===== config.mk =====
export PLATFORM = sky130hd
export DESIGN_NAME = sw_debounce
export DESIGN_NICKNAME = d
export VERILOG_FILES = /design/src/rtl/sw_debounce.sv
export SDC_FILE = /design/constraint.sdc
export NUM_CORES = 1
export LEC_CHECK = 0
export BUFFER_PORTS_ARGS = -buffer_cell sky130_fd_sc_hd__buf_2
export CAP_MARGIN = 10
export CORE_MARGIN = 1.5
export CORE_UTILIZATION = 57
export DETAILED_ROUTE_END_ITERATION = 6
export GPL_ROUTABILITY_DRIVEN = 0
export PLACE_DENSITY = 0.73
export SLEW_MARGIN = 0
export SYNTH_ARGS = -nofsm -noshare
export SYNTH_HDL_FRONTEND = slang
export SYNTH_SLANG_ARGS = --single-unit

===== constraint.sdc =====
create_clock -name clk -period 5.18 [get_ports clk]
set_input_delay 1.036 -clock clk [delete_from_list [all_inputs] [get_ports clk]]
set_output_delay 1.036 -clock clk [all_outputs]
set_load 0.01 [all_outputs]

===== src/rtl/sw_debounce.sv =====
// sw_debounce: two-flop synchronizer plus per-channel stability counter for
// the slide switches. A channel's clean level follows its synchronized input
// only after DEBOUNCE_CYCLES consecutive mismatching clocks.
// Optional registered rise/fall/any-edge pulses: define SW_DEBOUNCE_EDGE_EN.
// Without it the pulse outputs are tied to 0 and sw_clean is unchanged.

// One switch channel: synchronizer, stability counter and clean level.
module sw_debounce_lane #(
  parameter int DEBOUNCE_CYCLES = 1_000_000,
  parameter int CW              = $clog2(DEBOUNCE_CYCLES)
) (
  input  logic clk,
  input  logic rst,
  input  logic sw,
  output logic clean,
  output logic accept
);
  typedef enum logic {STABLE = 1'b0, PENDING = 1'b1} lane_st_t;

  localparam logic [CW-1:0] LAST = CW'(DEBOUNCE_CYCLES - 1);

  logic          sync1, sync2;
  logic [CW-1:0] cnt;
  lane_st_t      st;

  // Channel state is implied by whether the synchronized input agrees with clean.
  always_comb begin
    st     = (sync2 != clean) ? PENDING : STABLE;
    accept = (st == PENDING) && (cnt == LAST);
  end

  // Synchronize, count consecutive mismatches, accept the new level at threshold.
  always_ff @(posedge clk) begin
    if (rst) begin
      sync1 <= 1'b0;
      sync2 <= 1'b0;
      clean <= 1'b0;
      cnt   <= '0;
    end else begin
      sync1 <= sw;
      sync2 <= sync1;
      if (st == STABLE) begin
        cnt <= '0;
      end else if (accept) begin
        clean <= sync2;
        cnt   <= '0;
      end else begin
        cnt <= cnt + 1'b1;
      end
    end
  end
endmodule

module sw_debounce #(
  parameter int N               = 16,
  parameter int DEBOUNCE_CYCLES = 1_000_000,
  parameter int CW              = $clog2(DEBOUNCE_CYCLES)
) (
  input  logic         clk,
  input  logic         rst,
  input  logic [N-1:0] SW,
  output logic [N-1:0] sw_clean,
  output logic [N-1:0] sw_rise,
  output logic [N-1:0] sw_fall,
  output logic         sw_any_edge
);
  // accept[i] is high on the cycle whose edge moves sw_clean[i]; it depends
  // only on lane registers, never on SW directly.
  logic [N-1:0] accept;

  for (genvar i = 0; i < N; i++) begin : g_lane
    sw_debounce_lane #(
      .DEBOUNCE_CYCLES (DEBOUNCE_CYCLES),
      .CW              (CW)
    ) u_lane (
      .clk    (clk),
      .rst    (rst),
      .sw     (SW[i]),
      .clean  (sw_clean[i]),
      .accept (accept[i])
    );
  end

`ifdef SW_DEBOUNCE_EDGE_EN
  // Register pulses on the same edge that updates sw_clean; the direction is
  // the inverse of the level being replaced.
  always_ff @(posedge clk) begin
    if (rst) begin
      sw_rise     <= '0;
      sw_fall     <= '0;
      sw_any_edge <= 1'b0;
    end else begin
      sw_rise     <= accept & ~sw_clean;
      sw_fall     <= accept &  sw_clean;
      sw_any_edge <= |accept;
    end
  end
`else
  logic unused_accept;
  assign unused_accept = |accept;
  assign sw_rise       = '0;
  assign sw_fall       = '0;
  assign sw_any_edge   = 1'b0;
`endif
endmodule


==> impl_metrics.xml <==
<?xml version="1.0" encoding="UTF-8"?>
<metrics>
  <group name="cells_and_area">
    <metric name="num-fill-cells" unit="">2442</metric>
    <metric name="area_growth" unit="%">10.1</metric>
    <metric name="final_common_cell" unit="">sky130_fd_sc_hd__dfxtp_1</metric>
    <metric name="multi_input_area" unit="µm²">8360</metric>
    <metric name="seq_area" unit="µm²">7370</metric>
    <metric name="ratio_of_cells_with_drive_above_1_in_the_final_layout" unit="%">6.95</metric>
    <metric name="antenna_diode_count" unit="">0</metric>
    <metric name="final_nets" unit="">1977</metric>
    <metric name="commonest_non_fill_non_tap_cells_in_the_layout" unit="">368 x sky130_fd_sc_hd__dfxtp_1, 263 x sky130_fd_sc_hd__nor2_1, 142 x sky130_fd_sc_hd__xnor2_1, 116 x sky130_fd_sc_hd__nand3_1, 108 x sky130_fd_sc_hd__a21oi_1</metric>
  </group>
  <group name="sta">
    <metric name="timing.clock.skew" unit="ns">0.00834</metric>
    <metric name="grt_setup_unrepaired" unit="">no</metric>
    <metric name="setup_viol" unit="">0</metric>
    <metric name="final.min_clock_period" unit="ns">2.15</metric>
    <metric name="min_period_over_period" unit="%">41.6</metric>
    <metric name="hold_viol_final" unit="">0</metric>
    <metric name="clock.fmax" unit="MHz">464</metric>
    <metric name="timing_max_transition_violations_final" unit="">0</metric>
    <metric name="fin_setup_tns" unit="ns">0</metric>
    <metric name="final.hold.worst_slack" unit="ns">0.431</metric>
    <metric name="worst_slew_margin_rel" unit="%">51.0</metric>
    <metric name="worstMarginPinSlew" unit="ns">0.730</metric>
  </group>
  <group name="hold_path">
    <metric name="hold-path-endpoint" unit="">g_lane[3].u_lane.sync2</metric>
    <metric name="hp-start" unit="">g_lane[3].u_lane.sync1</metric>
    <metric name="min_path_type" unit="">reg -&gt; reg</metric>
    <metric name="min_path_cells" unit="">1</metric>
  </group>
  <group name="routing">
    <metric name="detail_route.wirelength.met1" unit="µm">14500</metric>
    <metric name="met3RoutedLength" unit="µm">991</metric>
    <metric name="top_layer_used" unit="">met4</metric>
    <metric name="post_drt_via_cell_ratio" unit="">5.55</metric>
    <metric name="vias" unit="">13100</metric>
    <metric name="route.antenna.remaining_nets" unit="">0</metric>
    <metric name="wire_per_inst" unit="µm">12.8</metric>
    <metric name="drt_pass1_iterations" unit="">5</metric>
    <metric name="wl" unit="µm">30200</metric>
    <metric name="drt_drc_violations_left" unit="">0</metric>
    <metric name="routed-wl-met2" unit="µm">14200</metric>
    <metric name="drt_first_iter_violations" unit="">762</metric>
  </group>
  <group name="worst_setup_path">
    <metric name="timing.reg2reg.setup_slack" unit="ns">3.03</metric>
    <metric name="setup.worst_path.end_class" unit="">flip-flop</metric>
    <metric name="rr_endpoint" unit="">g_lane[1].u_lane.cnt[9]</metric>
    <metric name="critical_path_class" unit="">reg -&gt; reg</metric>
    <metric name="worst_setup_path_start_kind" unit="">flip-flop</metric>
    <metric name="worst-endpoint-arrival" unit="ns">2.56</metric>
    <metric name="critical_path_required" unit="ns">5.59</metric>
    <metric name="r2r.worst_path.cells" unit="">6</metric>
    <metric name="path_max_fanout" unit="">10</metric>
    <metric name="worst_r2r_startpoint" unit="">g_lane[1].u_lane.cnt[0]</metric>
  </group>
  <group name="global_routing">
    <metric name="global_route.overflow_total" unit="">0</metric>
    <metric name="grt_pass1_wl" unit="µm">52300</metric>
    <metric name="grt_antenna_before_repair" unit="">0</metric>
    <metric name="grt_start_max_net_pins" unit="">34</metric>
    <metric name="grt_usage" unit="%">19.9</metric>
    <metric name="grt_pass1_vias" unit="">12000</metric>
  </group>
  <group name="clock_network">
    <metric name="holdBufCountCts" unit="">0</metric>
    <metric name="insertion_delay" unit="ns">0.52</metric>
    <metric name="cts.reportedPaths.clkPinSlew" unit="ns">0.06</metric>
    <metric name="resized_cells_post_cts" unit="">0</metric>
    <metric name="cts_tree" unit="">done</metric>
    <metric name="cts_setup_buffers" unit="">0</metric>
    <metric name="clock_tree.root_cell" unit="">sky130_fd_sc_hd__clkbuf_16</metric>
    <metric name="cts_made_buffers" unit="">40</metric>
    <metric name="clock_path_buffers" unit="">3</metric>
    <metric name="cts_max_level" unit="">2</metric>
    <metric name="clock_sink_count" unit="">368</metric>
  </group>
  <group name="power">
    <metric name="power_frac_seq" unit="%">48.9</metric>
    <metric name="power.switching" unit="mW">1.18</metric>
    <metric name="switching_share" unit="%">20.2</metric>
    <metric name="power.density_cell_area" unit="nW/µm²">321</metric>
    <metric name="clockPowerShare" unit="%">49.8</metric>
    <metric name="power_report.internal_total" unit="mW">4.66</metric>
    <metric name="ir_drop" unit="V">0.000297</metric>
    <metric name="power.combinational.fraction" unit="%">1.3</metric>
    <metric name="p_leak" unit="nW">5.31</metric>
  </group>
  <group name="yosys">
    <metric name="ys_ff_latch" unit="">368</metric>
    <metric name="area_contributors_post_synth" unit="">sky130_fd_sc_hd__dfxtp_1 45%, sky130_fd_sc_hd__xnor2_1 7.5%, sky130_fd_sc_hd__nor2_1 6.0%, sky130_fd_sc_hd__xor2_1 3.6%, sky130_fd_sc_hd__nand3_1 3.5%</metric>
    <metric name="mapped_area" unit="µm²">16500</metric>
    <metric name="yosys.cell_types.count" unit="">49</metric>
    <metric name="ys_warn_count" unit="">0</metric>
    <metric name="ys.flop_type" unit="">sky130_fd_sc_hd__dfxtp_1</metric>
    <metric name="synth_edf_count" unit="">0</metric>
    <metric name="ys_async_sr_fraction" unit="%">0</metric>
    <metric name="synthesis.instances" unit="">1926</metric>
    <metric name="seq_area_frac_synth" unit="%">44.7</metric>
    <metric name="syn_area_per_cell" unit="µm²">8.56</metric>
    <metric name="post-synth-top-area-cell" unit="">sky130_fd_sc_hd__dfxtp_1</metric>
    <metric name="area_share_of_the_largest_cell_type_after_synthesis" unit="%">44.7</metric>
  </group>
  <group name="die">
    <metric name="die_height" unit="µm">173</metric>
    <metric name="placementRows" unit="">62</metric>
    <metric name="top_level_ports" unit="">67</metric>
    <metric name="floorplan.die_area" unit="µm²">30000</metric>
    <metric name="die_span_x" unit="µm">173</metric>
    <metric name="floorplan.core_area" unit="µm²">28600</metric>
    <metric name="start_util" unit="%">57.6</metric>
  </group>
  <group name="placed_design">
    <metric name="dp.final_hpwl" unit="µm">20500</metric>
    <metric name="portBuffers" unit="">33</metric>
  </group>
  <group name="run">
    <metric name="count_of_maximum_capacitance_violations" unit="">0</metric>
  </group>
  <group name="status">
    <metric name="status" unit="">finished, final reports clean</metric>
  </group>
</metrics>
[cell families after synthesis]
| kind of cell | count (synthesis) | share of synthesized area, % |
|---|---|---|
| AND/OR/NAND/NOR | 912 | 29.4 |
| flip-flops | 368 | 44.7 |
| AO/OA/AOI/OAI | 236 | 8.09 |
| XOR/XNOR | 209 | 11.1 |
| buffers and inverters | 183 | 5.41 |
| adder cells (fa/ha/maj) | 16 | 1.21 |
| other | 1 | 0.0227 |
| multiplexers | 1 | 0.0607 |
[registers in the layout, summed over array words and instances, names as in the netlist]
| name | count |
|---|---|
| g_lane.u_lane.clean | 16 |
| g_lane.u_lane.cnt | 320 |
| g_lane.u_lane.sync1 | 16 |
| g_lane.u_lane.sync2 | 16 |
[power groups by stage]
stage,combinational (mW),clock [mW],sequential (mW)
5_1_grt,0.0827,3.10,2.85
6_report,0.0741,2.91,2.85
3_3_place_gp,0.0730,0,2.92
3_5_place_dp,0.0745,0,2.92
2_1_floorplan,0.0712,0,2.91
4_1_cts,0.0748,2.98,2.85
[final cells by class]
cell class / instances / share of cell area, %
well taps: 384 / 2.65
flip-flops and latches: 368 / 40.6
inverters: 76 / 1.57
clock inverters: 16 / 1.07
repair buffers: 50 / 1.61
clock buffers: 55 / 6.49
multi-input cells: 1407 / 46.0
[worst max-delay path, cell delays in order (launching register included)]
cell	delay, ns
sky130_fd_sc_hd__dfxtp_1	0.37
sky130_fd_sc_hd__ha_1	0.28
sky130_fd_sc_hd__nand2_1	0.12
sky130_fd_sc_hd__or2_2	0.34
sky130_fd_sc_hd__o21ai_1	0.57
sky130_fd_sc_hd__buf_4	0.29
sky130_fd_sc_hd__nor2_1	0.06
[worst max path at each step]
stage	end	start	slack, ns	cells past startpoint
after CTS	sw_clean[6]	g_lane[6].u_lane.clean	3.03	1
after global placement	g_lane[0].u_lane.cnt[8]	rst	2.59	5
after floorplan	g_lane[14].u_lane.cnt[10]	rst	3.04	5
final	g_lane[1].u_lane.cnt[9]	g_lane[1].u_lane.cnt[0]	3.03	6
after detailed placement	g_lane[0].u_lane.cnt[5]	rst	2.56	5
after global routing	g_lane[1].u_lane.cnt[0]	g_lane[1].u_lane.cnt[0]	2.90	6
[per-stage QoR]
stage               power [mW]  std cells  utilization, %  setup slack, ns  cell area, µm²
finish                    5.84       2356            63.4             3.03           18200
global route              6.03       2356            63.4             2.90           18200
CTS                       5.91       2356            63.4             3.03           18200
detailed placement        2.99       2285            58.6             2.56           16800
global placement          2.99       2285            58.6             2.59           16800
floorplan                 2.99       1958               -             3.04           16600
[synthesized netlist by cell type, types with 6 or more instances]
cell / number
sky130_fd_sc_hd__dfxtp_1: 368
sky130_fd_sc_hd__nor2_1: 263
sky130_fd_sc_hd__xnor2_1: 142
sky130_fd_sc_hd__nand3_1: 116
sky130_fd_sc_hd__a21oi_1: 108
sky130_fd_sc_hd__nand2_1: 107
sky130_fd_sc_hd__inv_1: 76
sky130_fd_sc_hd__or3_1: 74
sky130_fd_sc_hd__or4_1: 67
sky130_fd_sc_hd__xor2_1: 67
sky130_fd_sc_hd__o21ai_0: 66
sky130_fd_sc_hd__nand4_1: 65
sky130_fd_sc_hd__buf_4: 50
sky130_fd_sc_hd__nor4_1: 47
sky130_fd_sc_hd__o31ai_1: 44
sky130_fd_sc_hd__clkbuf_1: 43
sky130_fd_sc_hd__nor3_1: 41
sky130_fd_sc_hd__nor2b_1: 34
sky130_fd_sc_hd__and4_1: 20
sky130_fd_sc_hd__ha_1: 16
sky130_fd_sc_hd__buf_2: 14
sky130_fd_sc_hd__nor4b_1: 14
sky130_fd_sc_hd__and3_1: 12
sky130_fd_sc_hd__or2_2: 9
sky130_fd_sc_hd__and2_1: 8
sky130_fd_sc_hd__o21ai_1: 8
sky130_fd_sc_hd__nor3b_1: 6
sky130_fd_sc_hd__or4b_1: 6
[metal layers]
metal  vias to the layer above  track usage [%]
met5                         -                0
met4                         0             5.33
met3                        43             3.10
met2                       181             34.7
met1                      6102             25.6
li1                       6739                -
Power figures use the tool's default switching activity.
